$ cat config.mk
export PLATFORM = sky130hd
export DESIGN_NAME = router_out_sched
export DESIGN_NICKNAME = d
export VERILOG_FILES = /design/src/rtl/router_out_sched.sv
export SDC_FILE = /design/constraint.sdc
export NUM_CORES = 1
export LEC_CHECK = 0
export BUFFER_PORTS_ARGS = -buffer_cell sky130_fd_sc_hd__buf_2
export CAP_MARGIN = 20
export CORE_UTILIZATION = 46
export DETAILED_ROUTE_END_ITERATION = 8
export GPL_ROUTABILITY_DRIVEN = 0
export PLACE_DENSITY = 0.82
export SLEW_MARGIN = 20
export SYNTH_ARGS = -nofsm -noshare
export SYNTH_HDL_FRONTEND = slang
export SYNTH_SLANG_ARGS = --single-unit
$ cat constraint.sdc
create_clock -name clk -period 3.1 [get_ports clk]
set_clock_uncertainty 0.15 [all_clocks]
set_input_delay 0.62 -clock clk [delete_from_list [all_inputs] [get_ports clk]]
set_output_delay 0.62 -clock clk [all_outputs]
set_load 0.005 [all_outputs]
$ cat src/rtl/router_out_sched.sv
// Per-output-port NoC scheduler: round-robin pick among input buffers, then send the 32-bit packet as 4 bytes.
// Optional WAIT_FREE watchdog is built when ROUTER_SCHED_WDOG_EN is defined.
module router_out_sched #(
    parameter int NUM_IN  = 4,
    parameter int TIMEOUT = 255
) (
    input  logic                   clk,
    input  logic                   rst,
    input  logic [NUM_IN-1:0]      req,
    input  logic [NUM_IN-1:0][31:0] pkt_in,
    output logic [NUM_IN-1:0]      grant,
    input  logic                   free_outbound,
    output logic                   put_outbound,
    output logic [7:0]             payload_outbound,
    output logic                   busy,
    output logic                   wdog_err
);
    localparam int PW = $clog2(NUM_IN);

    typedef enum logic [1:0] {IDLE, WAIT_FREE, SEND} state_t;

    state_t        state, state_next;
    logic [PW-1:0] ptr;
    logic [PW-1:0] winner;
    logic [PW:0]   probe;
    logic          found;
    logic          load;
    logic [1:0]    cnt;
    logic [31:0]   pkt_sr;

    // First requester at or after ptr, wrapping modulo NUM_IN.
    always_comb begin
        winner = '0;
        found  = 1'b0;
        probe  = '0;
        for (int k = 0; k < NUM_IN; k++) begin
            probe = {1'b0, ptr} + (PW+1)'(k);
            if (probe >= (PW+1)'(NUM_IN))
                probe = probe - (PW+1)'(NUM_IN);
            if (!found && req[probe[PW-1:0]]) begin
                winner = probe[PW-1:0];
                found  = 1'b1;
            end
        end
    end

    always_comb begin
        state_next = state;
        load       = 1'b0;
        case (state)
            IDLE: begin
                if (found) begin
                    state_next = WAIT_FREE;
                    load       = 1'b1;
                end
            end
            WAIT_FREE: begin
                if (free_outbound)
                    state_next = SEND;
            end
            SEND: begin
                if (cnt == 2'd3)
                    state_next = IDLE;
            end
            default: state_next = IDLE;
        endcase
    end

    always_ff @(posedge clk or posedge rst) begin
        if (rst) begin
            state <= IDLE;
            ptr   <= '0;
            grant <= '0;
            cnt   <= 2'd0;
        end else begin
            state <= state_next;
            grant <= '0;
            cnt   <= (state == SEND) ? cnt + 2'd1 : 2'd0;
            if (load) begin
                grant <= NUM_IN'(1) << winner;
                ptr   <= (winner == PW'(NUM_IN-1)) ? '0 : winner + PW'(1);
            end
        end
    end

    // Packet register carries data only; the state decides whether it is visible.
    always_ff @(posedge clk) begin
        if (load)
            pkt_sr <= pkt_in[winner];
        else if (state == SEND)
            pkt_sr <= {pkt_sr[23:0], 8'h00};
    end

    // Outputs decode straight from state so an asynchronous reset silences the link at once.
    assign busy             = (state != IDLE);
    assign put_outbound     = (state == SEND);
    assign payload_outbound = (state == SEND) ? pkt_sr[31:24] : 8'h00;

`ifdef ROUTER_SCHED_WDOG_EN
    localparam int WW = ($clog2(TIMEOUT+1) > 8) ? $clog2(TIMEOUT+1) : 8;

    logic [WW-1:0] wcnt;
    logic          err;

    // Counter saturates at TIMEOUT; the error flag is sticky until reset.
    always_ff @(posedge clk or posedge rst) begin
        if (rst) begin
            wcnt <= '0;
            err  <= 1'b0;
        end else if (state == WAIT_FREE) begin
            if (wcnt != WW'(TIMEOUT))
                wcnt <= wcnt + WW'(1);
            if (wcnt == WW'(TIMEOUT-1))
                err <= 1'b1;
        end else begin
            wcnt <= '0;
        end
    end

    assign wdog_err = err;
`else
    assign wdog_err = 1'b0;
`endif

endmodule

==> impl_metrics.xml, run 1 <==
<?xml version="1.0" encoding="UTF-8"?>
<metrics>
  <group name="drt">
    <metric name="firstDrtPassIters" unit="">5</metric>
    <metric name="wl_per_cell" unit="µm">15.84</metric>
    <metric name="antenna_left" unit="">0</metric>
    <metric name="postRouteWirelength" unit="µm">7603</metric>
    <metric name="drc" unit="">0</metric>
    <metric name="drt-vias-per-instance" unit="">5.588</metric>
    <metric name="via_count" unit="">2682</metric>
    <metric name="drtIter0Drc" unit="">111</metric>
  </group>
  <group name="die">
    <metric name="design.portCount" unit="">150</metric>
    <metric name="die_height" unit="µm">80.25</metric>
    <metric name="number_of_placement_rows" unit="">28</metric>
    <metric name="initial_standard_cell_utilization_of_the_core" unit="%">47.57</metric>
    <metric name="floorplan.die_area" unit="µm²">6439</metric>
    <metric name="core_region_area" unit="µm²">5921</metric>
    <metric name="floorplan.die.width" unit="µm">80.25</metric>
  </group>
  <group name="setup_path">
    <metric name="crit_fanout" unit="">16</metric>
    <metric name="r2r_cells" unit="">6</metric>
    <metric name="setup.worst_path.end" unit="">pkt_sr[4]</metric>
    <metric name="worstSetupEndpointType" unit="">flop</metric>
    <metric name="timing.rr.start" unit="">ptr[1]</metric>
    <metric name="critical_path_buffers_and_inverters" unit="">1</metric>
    <metric name="largest_stage_delay_on_the_critical_path" unit="ps">500</metric>
    <metric name="timing.critical_path.cells" unit="">a21o_1 -&gt; a21boi_1 -&gt; o22a_1 -&gt; buf_4 -&gt; mux2i_1 -&gt; o22ai_1</metric>
    <metric name="reg2reg_slack" unit="ps">690</metric>
    <metric name="cp_num_cells" unit="">6</metric>
    <metric name="timing.critical_path.slowest_stage_cell" unit="">dfrtp_1</metric>
    <metric name="setup.worst_path.start_class" unit="">flop</metric>
    <metric name="critical_path.startpoint" unit="">ptr[1]</metric>
    <metric name="cp_top_family" unit="">compound AO/OA/AOI/OAI gates</metric>
    <metric name="crit_required" unit="ps">2990</metric>
    <metric name="critPathKind" unit="">flop to flop</metric>
    <metric name="worstReg2RegEnd" unit="">pkt_sr[4]</metric>
    <metric name="worst_ep_arrival_time" unit="ps">2300</metric>
  </group>
  <group name="timing">
    <metric name="timing.final.hold_violations" unit="">0</metric>
    <metric name="fin_crit_sh" unit="%">77.76</metric>
    <metric name="worst_hold_slack_across_all_endpoints" unit="ps">149.0</metric>
    <metric name="upper_clock_frequency_limit" unit="MHz">414.8</metric>
    <metric name="rsz0062_at_grt" unit="">no</metric>
    <metric name="final_period_minus_worst_setup_slack" unit="ps">2411</metric>
    <metric name="report.final.slew_viol_count" unit="">0</metric>
    <metric name="setup_viol" unit="">0</metric>
    <metric name="finalSetupTns" unit="ps">0</metric>
  </group>
  <group name="place">
    <metric name="hpwl" unit="µm">5702</metric>
    <metric name="detailed_place.area" unit="µm²">3577</metric>
    <metric name="count_of_input_and_output_buffers" unit="">148</metric>
  </group>
  <group name="clocking">
    <metric name="cts_buffers" unit="">5</metric>
    <metric name="cts-hold-fix-buffers" unit="">0</metric>
    <metric name="clock-sinks" unit="">42</metric>
    <metric name="htree_levels" unit="">2</metric>
    <metric name="cts_tree" unit="">yes</metric>
    <metric name="cts_post_setup_buffers_inserted" unit="">0</metric>
    <metric name="post_cts.resized_instances" unit="">0</metric>
    <metric name="clockRootBuffer" unit="">clkbuf_8</metric>
    <metric name="clk_lat_worst_skew" unit="ps">290</metric>
    <metric name="clk_transition_reported_paths" unit="ps">80</metric>
    <metric name="cts_buffer_depth" unit="">2</metric>
  </group>
  <group name="final_layout">
    <metric name="drive_gt1_share" unit="%">42.72</metric>
    <metric name="nets" unit="">544</metric>
    <metric name="ff_latch_area" unit="µm²">1211</metric>
    <metric name="most_common_cell_after_layout_fill_and_taps_aside" unit="">buf_2</metric>
    <metric name="multiInputGateArea" unit="µm²">1440</metric>
    <metric name="num-fill-cells" unit="">524</metric>
    <metric name="final_design_area_no_fill" unit="µm²">3660</metric>
    <metric name="antennaDiodeCount" unit="">0</metric>
    <metric name="area_growth_syn_to_layout" unit="%">29.94</metric>
    <metric name="layout.cells.most_common_list" unit="">buf_2, mux2i_1, o22ai_1, edfxtp_1, a211oi_1</metric>
    <metric name="final_core_util" unit="%">61.81</metric>
  </group>
  <group name="power">
    <metric name="sequentialPowerShare" unit="%">36.4</metric>
    <metric name="internal_power" unit="mW">1.901</metric>
    <metric name="power.density" unit="nW/µm²">864.1</metric>
    <metric name="power_leakage" unit="nW">1.813</metric>
    <metric name="switching_share" unit="%">39.91</metric>
    <metric name="clock_power_share" unit="%">10.9</metric>
    <metric name="ir_drop" unit="mV">0.4131</metric>
    <metric name="switching_power" unit="mW">1.262</metric>
    <metric name="share_comb_of_total_power" unit="%">52.7</metric>
  </group>
  <group name="synthesis">
    <metric name="syn-num-nets" unit="">402</metric>
    <metric name="synthesis.area" unit="µm²">2816</metric>
    <metric name="yosysUniqueCellTypes" unit="">33</metric>
    <metric name="ys_ff_latch" unit="">42</metric>
    <metric name="seq_area_frac_synth" unit="%">43.00</metric>
    <metric name="yosysWarnings" unit="">0</metric>
    <metric name="synthesized_instance_count" unit="">262</metric>
    <metric name="synthesized_area_divided_by_synthesized_cell_count" unit="µm²">10.75</metric>
  </group>
  <group name="global_route">
    <metric name="grt_max_degree" unit="">49</metric>
    <metric name="grt_first_pass_wirelength" unit="µm">11580</metric>
    <metric name="gr-usage-all-layers" unit="%">23.56</metric>
    <metric name="vias_in_the_first_global_route" unit="">2551</metric>
    <metric name="grt_overflow_total" unit="">0</metric>
    <metric name="grt_antenna_before_repair" unit="">0</metric>
  </group>
  <group name="job">
    <metric name="max_cap_viol_count" unit="">0</metric>
  </group>
  <group name="run_status">
    <metric name="status" unit="">finished, final reports clean</metric>
  </group>
  <group name="hold_path">
    <metric name="hold_class" unit="">input pin to async pin</metric>
  </group>
</metrics>
## logic make-up (layout without fill, tap and decap cells)
logic type	Yosys count	after routing	share of synthesized area, %
AOI/OAI and AO/OA	87	87	20.35
adders and majority gates	5	5	2.221
buffers and inverters	27	170	6.575
DFF	42	42	43.00
muxes	40	40	14.22
other	1	1	0.1331
and+or+nand+nor	60	60	13.51
## stage by stage
step | power, mW | instances | setup slack [ps]
2_1_floorplan | 2.406 | 262 | 480.9
3_3_place_gp | 2.771 | 472 | 558.2
3_5_place_dp | 2.835 | 472 | 462.8
4_1_cts | 3.178 | 480 | 695.0
5_1_grt | 3.393 | 480 | 600.7
6_report | 3.163 | 480 | 689.3
## power groups by stage
| stage | Combinational, mW | Sequential, mW | Clock, mW |
|---|---|---|---|
| 6_report | 1.67 | 1.15 | 0.344 |
| 2_1_floorplan | 1.28 | 1.13 | 0 |
| 3_3_place_gp | 1.62 | 1.15 | 0 |
| 5_1_grt | 1.84 | 1.18 | 0.375 |
| 4_1_cts | 1.68 | 1.15 | 0.349 |
| 3_5_place_dp | 1.67 | 1.16 | 0 |
## worst register-to-register path, delay by kind of cell, from the launching register on
kind / cells / cell delay [ps]
DFF: 1 / 500
AOI/OAI and AO/OA: 4 / 940
muxes: 1 / 270
buffers and inverters: 1 / 310
## registers in the layout, summed over array words and instances, names as in the netlist
signal,cells
cnt,2
grant,4
pkt_sr,32
ptr,2
state,2
## worst min-delay path by stage
stage | start | end | slack [ps] | cells after the start
after floorplan | cnt[0] | cnt[0] | 260 | 1
after global placement | cnt[0] | cnt[0] | 270 | 1
after detailed placement | cnt[0] | cnt[0] | 290 | 1
after CTS | rst | grant[1] | 160 | 2
after global routing | rst | ptr[0] | 200 | 2
final | rst | grant[1] | 150 | 2
## cells in the mapped netlist (all sizes together)
master   count  area share (%)
nand2       10             1.9
nand4b       1            0.84
nor4         1            0.22
o22ai       33             7.3
inv          5            0.84
mux2i       40              14
edfxtp      32              34
o21ai       24             4.3
and3        24             5.3
nor2b        2            0.44
ha           5             2.2
buf         17             5.1
and2        13             2.9
clkbuf       5            0.67
nand2b       4            0.89
nor2         2            0.27
or2          3            0.76
a21o         1            0.27
o2111ai      1            0.93
a211oi      25             6.7
conb         1            0.13
dfrtp       10             8.9
o22a         1            0.31
o221ai       1            0.31
a21boi       1            0.27
## area by class of cell
class | instances | share of cell area (%)
timing repair buffer | 157 | 22.09
clock buffer | 6 | 1.983
sequential | 42 | 33.09
inverter | 5 | 0.6496
clock inverter | 2 | 0.2735
multi-input combinational | 193 | 39.35
tap | 75 | 2.564
## per-layer routing
| layer | global-route usage, % | vias to the layer above | wire, µm |
|---|---|---|---|
| li1 | - | 1298 | - |
| met3 | 3.750 | 13 | 467 |
| met2 | 42.31 | 125 | 3853 |
| met5 | 0 | - | 0 |
| met1 | 29.18 | 1246 | 3175 |
| met4 | 6.071 | 0 | 107 |
Note: power is estimated with default switching activity, not from simulation.
==> inputs of run 2 (changes only) <==
--- a/config.mk
+++ b/config.mk
@@ -5,12 +5,13 @@
 export SDC_FILE = /design/constraint.sdc
 export NUM_CORES = 1
 export LEC_CHECK = 0
+export ABC_AREA = 1
 export BUFFER_PORTS_ARGS = -buffer_cell sky130_fd_sc_hd__buf_2
 export CAP_MARGIN = 20
-export CORE_UTILIZATION = 46
+export CORE_UTILIZATION = 49
 export DETAILED_ROUTE_END_ITERATION = 8
 export GPL_ROUTABILITY_DRIVEN = 0
-export PLACE_DENSITY = 0.82
+export PLACE_DENSITY = 0.81
 export SLEW_MARGIN = 20
 export SYNTH_ARGS = -nofsm -noshare
 export SYNTH_HDL_FRONTEND = slang
==> constraint.sdc (replaced) <==
create_clock -name clk -period 2.5 [get_ports clk]
set_clock_uncertainty 0.15 [all_clocks]
set_input_delay 0.5 -clock clk [delete_from_list [all_inputs] [get_ports clk]]
set_output_delay 0.5 -clock clk [all_outputs]
set_load 0.005 [all_outputs]
==> impl_metrics.xml, run 2 <==
<?xml version="1.0" encoding="UTF-8"?>
<metrics>
  <group name="global_route">
    <metric name="busiest_layer" unit="">met2</metric>
    <metric name="vias_in_the_first_global_route" unit="">3780</metric>
    <metric name="grt_max_degree" unit="">65</metric>
    <metric name="grt_antenna_before_repair" unit="">0</metric>
    <metric name="grt_overflow_total" unit="">0</metric>
    <metric name="grt_first_pass_wirelength" unit="µm">15860</metric>
    <metric name="grt_use_met2" unit="%">48.74</metric>
    <metric name="gr-usage-all-layers" unit="%">25.95</metric>
    <metric name="groute.layer.met3.usage" unit="%">3.451</metric>
    <metric name="global_route.usage.met1" unit="%">29.35</metric>
  </group>
  <group name="final_layout">
    <metric name="nets" unit="">849</metric>
    <metric name="area_growth_syn_to_layout" unit="%">27.30</metric>
    <metric name="antennaDiodeCount" unit="">0</metric>
    <metric name="flip_flop_count_of_the_largest_register_after_layout" unit="">32</metric>
    <metric name="registers_with_the_most_flip_flops" unit="">pkt_sr (32), grant (4)</metric>
    <metric name="most_common_cell_after_layout_fill_and_taps_aside" unit="">nand2_1</metric>
    <metric name="drive_gt1_share" unit="%">26.20</metric>
    <metric name="num-fill-cells" unit="">668</metric>
    <metric name="regMostFlops" unit="">pkt_sr</metric>
    <metric name="layout.cells.non_filler" unit="">809</metric>
    <metric name="ff_latch_area" unit="µm²">1212</metric>
    <metric name="final_design_area_no_fill" unit="µm²">4656</metric>
    <metric name="layout.cells.most_common_list" unit="">nand2_1, buf_2, inv_1, nand3_1, nand3b_1</metric>
    <metric name="multiInputGateArea" unit="µm²">1793</metric>
    <metric name="final_core_util" unit="%">64.53</metric>
  </group>
  <group name="job">
    <metric name="max_cap_viol_count" unit="">0</metric>
  </group>
  <group name="place">
    <metric name="count_of_input_and_output_buffers" unit="">148</metric>
    <metric name="dp.cells" unit="">800</metric>
    <metric name="pre_cts_ws" unit="ps">126.5</metric>
    <metric name="detailed_place.area" unit="µm²">4487</metric>
    <metric name="hpwl" unit="µm">7269</metric>
  </group>
  <group name="power">
    <metric name="internal_power" unit="mW">3.742</metric>
    <metric name="clock_power_share" unit="%">8.3</metric>
    <metric name="share_comb_of_total_power" unit="%">71.9</metric>
    <metric name="power.density" unit="nW/µm²">1640</metric>
    <metric name="switching_share" unit="%">50.99</metric>
    <metric name="ir_drop" unit="mV">1.026</metric>
    <metric name="sequentialPowerShare" unit="%">19.8</metric>
    <metric name="switching_power" unit="mW">3.893</metric>
    <metric name="power_leakage" unit="nW">2.779</metric>
    <metric name="report.power.total" unit="mW">7.636</metric>
  </group>
  <group name="drt">
    <metric name="drc" unit="">2</metric>
    <metric name="firstDrtPassIters" unit="">6</metric>
    <metric name="via_count" unit="">3973</metric>
    <metric name="drt-vias-per-instance" unit="">4.911</metric>
    <metric name="wl_per_cell" unit="µm">12.02</metric>
    <metric name="drtIter0Drc" unit="">182</metric>
    <metric name="postRouteWirelength" unit="µm">9728</metric>
    <metric name="antenna_left" unit="">0</metric>
  </group>
  <group name="timing">
    <metric name="rsz0062_at_grt" unit="">yes</metric>
    <metric name="timing.final.hold_violations" unit="">0</metric>
    <metric name="report.final.slew_viol_count" unit="">0</metric>
    <metric name="final_period_minus_worst_setup_slack" unit="ps">2341</metric>
    <metric name="finalSetupTns" unit="ps">0</metric>
    <metric name="fin_crit_sh" unit="%">93.62</metric>
    <metric name="final.setup.worst_slack" unit="ps">159.5</metric>
    <metric name="worst_hold_slack_across_all_endpoints" unit="ps">13.85</metric>
    <metric name="setup_viol" unit="">0</metric>
    <metric name="upper_clock_frequency_limit" unit="MHz">427.3</metric>
  </group>
  <group name="setup_path">
    <metric name="crit_required" unit="ps">2520</metric>
    <metric name="worstSetupEndpointType" unit="">flop</metric>
    <metric name="setup.worst_path.start_class" unit="">flop</metric>
    <metric name="largest_stage_delay_on_the_critical_path" unit="ps">460</metric>
    <metric name="critPathKind" unit="">flop to flop</metric>
    <metric name="timing.critical_path.slowest_stage_cell" unit="">dfrtp_2</metric>
    <metric name="r2r_cells" unit="">13</metric>
    <metric name="critical_path_buffers_and_inverters" unit="">3</metric>
    <metric name="cp_top_family" unit="">simple AND/OR/NAND/NOR gates</metric>
    <metric name="worstReg2RegEnd" unit="">ptr[1]</metric>
    <metric name="crit_fanout" unit="">23</metric>
    <metric name="timing.rr.start" unit="">ptr[0]</metric>
    <metric name="worst_ep_arrival_time" unit="ps">2370</metric>
    <metric name="timing.critical_path.cells" unit="">buf_4 -&gt; nand2_1 -&gt; nand3_1 -&gt; nand2_2 -&gt; nor2_1 -&gt; nor2_1 -&gt; nand2_2 -&gt; nand2_4 -&gt; buf_12 -&gt; inv_1 -&gt; ha_1 -&gt; nand2_1 -&gt; o21ai_0</metric>
    <metric name="reg2reg_slack" unit="ps">160</metric>
  </group>
  <group name="synthesis">
    <metric name="syn-num-nets" unit="">713</metric>
    <metric name="synth.largest_area_cell" unit="">edfxtp_1</metric>
    <metric name="synthesis.area" unit="µm²">3657</metric>
    <metric name="ys_ff_latch" unit="">42</metric>
    <metric name="proportion_of_synthesized_flip_flops_having_asynchronous_set_or_reset" unit="%">23.81</metric>
    <metric name="post-synth-top-area-fraction" unit="%">26.27</metric>
    <metric name="synth_edf_count" unit="">32</metric>
    <metric name="synth.area.top_cells" unit="">edfxtp_1, nand2_1, nand3_1</metric>
    <metric name="yosysMostFrequentCell" unit="">nand2_1</metric>
    <metric name="synthesized_area_divided_by_synthesized_cell_count" unit="µm²">6.383</metric>
    <metric name="postSynth.topFlopCell" unit="">edfxtp_1</metric>
    <metric name="yosysUniqueCellTypes" unit="">24</metric>
    <metric name="yosysWarnings" unit="">0</metric>
    <metric name="synthTopCellsByCount" unit="">nand2_1, inv_1, nand3_1, nand3b_1, edfxtp_1</metric>
    <metric name="seq_area_frac_synth" unit="%">33.12</metric>
    <metric name="synthesized_instance_count" unit="">573</metric>
  </group>
  <group name="die">
    <metric name="initial_standard_cell_utilization_of_the_core" unit="%">50.69</metric>
    <metric name="design.portCount" unit="">150</metric>
    <metric name="die_height" unit="µm">88.40</metric>
    <metric name="floorplan.die.width" unit="µm">88.40</metric>
    <metric name="number_of_placement_rows" unit="">31</metric>
    <metric name="core_region_area" unit="µm²">7214</metric>
    <metric name="floorplan.die_area" unit="µm²">7814</metric>
  </group>
  <group name="clocking">
    <metric name="clk_lat_worst_skew" unit="ps">300</metric>
    <metric name="cts_buffers" unit="">5</metric>
    <metric name="cts_tree" unit="">yes</metric>
    <metric name="clockRootBuffer" unit="">clkbuf_8</metric>
    <metric name="cts_post_setup_buffers_inserted" unit="">0</metric>
    <metric name="clock-sinks" unit="">42</metric>
    <metric name="htree_levels" unit="">2</metric>
    <metric name="cts_buffer_depth" unit="">2</metric>
    <metric name="clk_transition_reported_paths" unit="ps">80</metric>
  </group>
  <group name="run_status">
    <metric name="failed_checks" unit="">DRC</metric>
    <metric name="status" unit="">finished with violations</metric>
  </group>
  <group name="hold_path">
    <metric name="hold_class" unit="">input pin to async pin</metric>
  </group>
</metrics>
run 2: cell count changes in the layout (fill, tap and decap cells not counted), moves of 24 or more:
cell      change
mux2i_1      -40
inv_1       +109
and3_1       -24
nand2_1     +186
nand3_1      +94
nand3b_1     +41
a211oi_1     -25
o22ai_1      -33
run 2: layout make-up:
class                      count  share of cell area (%)
clock inverter                 1                  0.6450
tap                           99                   2.661
clock buffer                   7                   2.311
sequential                    42                   26.04
multi-input combinational    378                   38.51
timing repair buffer         165                   20.37
inverter                     117                   9.460
run 2: repair_timing:
item                                    4_1_cts  5_1_grt
endpoints found under the setup margin        0       25
hold buffers                                  0        0
resized for setup                             0        2
run 2: power by group through the flow:
stage	combinational [mW]	clock (mW)	sequential [mW]
2_1_floorplan	4.07	0	1.48
3_3_place_gp	5.15	0	1.51
3_5_place_dp	5.32	0	1.52
4_1_cts	5.35	0.631	1.51
5_1_grt	6.20	0.653	1.54
6_report	5.49	0.630	1.51
run 2: logic make-up (layout without fill, tap and decap cells):
family	count (synthesis)	after routing	synth area share, %
adders and majority gates	5	5	1.711
and+or+nand+nor	357	357	44.85
DFF	42	42	33.12
AOI/OAI and AO/OA	15	15	2.087
other	1	1	0.1025
buffers and inverters	153	290	18.13
run 2: worst max path at each step:
| stage | to | slack (ps) | cells past startpoint | start |
|---|---|---|---|---|
| finish | ptr[1] | 160 | 13 | ptr[0] |
| global route | pkt_sr[19] | -10 | 13 | ptr[0] |
| CTS | pkt_sr[18] | 140 | 14 | ptr[0] |
| detailed placement | pkt_sr[26] | 130 | 14 | req[2] |
| global placement | pkt_sr[18] | 190 | 14 | req[3] |
| floorplan | pkt_sr[0] | 180 | 9 | ptr[0] |
run 2: worst register-to-register path, delay by kind of cell, from the launching register on:
kind	cells	cell delay, ps
buffers and inverters	3	410
AND/OR/NAND/NOR	8	840
flip-flops	1	460
AO/OA/AOI/OAI	1	80
adder cells (fa/ha/maj)	1	280
run 2: layer usage:
metal	wire [µm]	vias up
met5	0	-
met4	316	0
met3	583	27
met2	4780	158
met1	4048	1759
li1	-	2029
==> inputs of run 3 (changes only) <==
--- a/config.mk
+++ b/config.mk
@@ -12,6 +12,7 @@
 export DETAILED_ROUTE_END_ITERATION = 8
 export GPL_ROUTABILITY_DRIVEN = 0
 export PLACE_DENSITY = 0.81
+export RECOVER_POWER = 25
 export SLEW_MARGIN = 20
 export SYNTH_ARGS = -nofsm -noshare
 export SYNTH_HDL_FRONTEND = slang
==> impl_metrics.xml, run 3 (synthesized netlist as in run 2, its figures left out) <==
<?xml version="1.0" encoding="UTF-8"?>
<metrics>
  <group name="final_layout">
    <metric name="area_growth_syn_to_layout" unit="%">27.06</metric>
    <metric name="layout.cells.most_common_list" unit="">nand2_1, buf_2, inv_1, nand3_1, nand3b_1</metric>
    <metric name="antennaDiodeCount" unit="">0</metric>
    <metric name="registers_with_the_most_flip_flops" unit="">pkt_sr (32), grant (4)</metric>
    <metric name="regMostFlops" unit="">pkt_sr</metric>
    <metric name="most_common_cell_after_layout_fill_and_taps_aside" unit="">nand2_1</metric>
    <metric name="drive_gt1_share" unit="%">25.21</metric>
    <metric name="flip_flop_count_of_the_largest_register_after_layout" unit="">32</metric>
    <metric name="nets" unit="">849</metric>
  </group>
  <group name="global_route">
    <metric name="gr-usage-all-layers" unit="%">25.95</metric>
    <metric name="grt_first_pass_wirelength" unit="µm">15860</metric>
    <metric name="vias_in_the_first_global_route" unit="">3780</metric>
    <metric name="grt_max_degree" unit="">65</metric>
    <metric name="grt_overflow_total" unit="">0</metric>
    <metric name="grt_antenna_before_repair" unit="">0</metric>
  </group>
  <group name="timing">
    <metric name="finalSetupTns" unit="ps">0</metric>
    <metric name="upper_clock_frequency_limit" unit="MHz">426.9</metric>
    <metric name="timing.final.hold_violations" unit="">0</metric>
    <metric name="setup_viol" unit="">0</metric>
    <metric name="final_period_minus_worst_setup_slack" unit="ps">2343</metric>
    <metric name="report.final.slew_viol_count" unit="">0</metric>
    <metric name="final.setup.worst_slack" unit="ps">157.3</metric>
    <metric name="rsz0062_at_grt" unit="">yes</metric>
    <metric name="fin_crit_sh" unit="%">93.71</metric>
  </group>
  <group name="clocking">
    <metric name="cts_post_setup_buffers_inserted" unit="">0</metric>
    <metric name="htree_levels" unit="">2</metric>
    <metric name="clk_lat_worst_skew" unit="ps">300</metric>
    <metric name="cts_tree" unit="">yes</metric>
    <metric name="clk_transition_reported_paths" unit="ps">80</metric>
    <metric name="clock-sinks" unit="">42</metric>
    <metric name="cts_buffer_depth" unit="">2</metric>
    <metric name="clockRootBuffer" unit="">clkbuf_8</metric>
    <metric name="cts_buffers" unit="">5</metric>
  </group>
  <group name="run_status">
    <metric name="failed_checks" unit="">DRC</metric>
    <metric name="status" unit="">finished with violations</metric>
  </group>
  <group name="drt">
    <metric name="wl_per_cell" unit="µm">12.07</metric>
    <metric name="drc" unit="">2</metric>
    <metric name="drt-vias-per-instance" unit="">4.913</metric>
    <metric name="postRouteWirelength" unit="µm">9764</metric>
    <metric name="firstDrtPassIters" unit="">6</metric>
    <metric name="drtIter0Drc" unit="">185</metric>
    <metric name="via_count" unit="">3975</metric>
    <metric name="antenna_left" unit="">0</metric>
  </group>
  <group name="die">
    <metric name="initial_standard_cell_utilization_of_the_core" unit="%">50.69</metric>
    <metric name="number_of_placement_rows" unit="">31</metric>
    <metric name="die_height" unit="µm">88.40</metric>
    <metric name="floorplan.die.width" unit="µm">88.40</metric>
    <metric name="core_region_area" unit="µm²">7214</metric>
    <metric name="floorplan.die_area" unit="µm²">7814</metric>
    <metric name="design.portCount" unit="">150</metric>
  </group>
  <group name="job">
    <metric name="max_cap_viol_count" unit="">0</metric>
  </group>
  <group name="place">
    <metric name="pre_cts_ws" unit="ps">126.5</metric>
    <metric name="count_of_input_and_output_buffers" unit="">148</metric>
    <metric name="hpwl" unit="µm">7269</metric>
  </group>
  <group name="setup_path">
    <metric name="worstSetupEndpointType" unit="">flop</metric>
    <metric name="reg2reg_slack" unit="ps">160</metric>
    <metric name="worst_ep_arrival_time" unit="ps">2370</metric>
    <metric name="r2r_cells" unit="">13</metric>
    <metric name="setup.worst_path.start_class" unit="">flop</metric>
    <metric name="critPathKind" unit="">flop to flop</metric>
    <metric name="crit_fanout" unit="">23</metric>
    <metric name="crit_required" unit="ps">2530</metric>
    <metric name="worstReg2RegEnd" unit="">ptr[1]</metric>
    <metric name="timing.rr.start" unit="">ptr[0]</metric>
  </group>
  <group name="hold_path">
    <metric name="hold_class" unit="">input pin to async pin</metric>
  </group>
  <group name="power">
    <metric name="ir_drop" unit="mV">1.026</metric>
    <metric name="power.density" unit="nW/µm²">1643</metric>
    <metric name="power_leakage" unit="nW">2.751</metric>
  </group>
</metrics>
==> run 3: cell types whose count changed in the layout (fill, tap and decap cells not counted) <==
cell      before  now
buf_2        148  139
clkbuf_1       0    7
clkbuf_2       0    2
==> run 3: layout make-up <==
cell class,count,area (µm²)
Sequential cell,42,1212
Tap cell,99,123.9
Clock inverter,1,30.03
Multi-Input combinational cell,378,1793
Timing Repair Buffer,165,939.7
Clock buffer,7,107.6
Fill cell,671,2567
Inverter,117,440.4
==> run 3: power breakdown <==
group | internal [mW] | switching, mW
clock | 0.386 | 0.244
sequential | 1.38 | 0.132
combinational | 1.97 | 3.52
==> run 3: worst max-delay path by stage <==
| stage | slack, ps | endpoint | cells past startpoint | from |
|---|---|---|---|---|
| final | 160 | ptr[1] | 13 | ptr[0] |
| after global routing | -10 | pkt_sr[19] | 13 | ptr[0] |
| after CTS | 140 | pkt_sr[18] | 14 | ptr[0] |
| after detailed placement | 130 | pkt_sr[26] | 14 | req[2] |
| after global placement | 190 | pkt_sr[18] | 14 | req[3] |
| after floorplan | 180 | pkt_sr[0] | 9 | ptr[0] |
==> run 3: layer usage <==
layer  vias to the layer above  track usage (%)  part of all wire (%)
met4                         0            11.00                   3.2
met1                      1759            29.35                    42
li1                       2028                -                     -
met5                         -                0                     0
met2                       161            48.74                    49
met3                        27            3.451                   5.8
==> run 3: metrics by stage <==
stage / std cells / cell area (µm²) / hold WS (ps) / utilization, % / power [mW]
6_report: 809 / 4647 / 16.65 / 64.41 / 7.634
4_1_cts: 808 / 4624 / 24.86 / 64.10 / 7.494
2_1_floorplan: 573 / 3660 / 190.2 / - / 5.545
3_3_place_gp: 800 / 4487 / 271.1 / 62.19 / 6.668
5_1_grt: 809 / 4647 / 50.93 / 64.41 / 8.389
3_5_place_dp: 800 / 4487 / 297.8 / 62.19 / 6.840
==> run 3: repair_timing <==
item	CTS	global route
setup endpoints to repair	0	25
resized for setup	0	2
hold endpoints to repair	0	0
hold buffers	0	0
==> run 3: critical path, cell delays in order (launching register included) <==
cell and delay [ps]:
dfrtp_2 460, buf_4 170, nand2_1 90, nand3_1 120, nand2_2 140, nor2_1 70
nor2_1 110, nand2_2 120, nand2_4 130, buf_12 160, inv_1 70, ha_1 280
nand2_1 60, o21ai_0 80
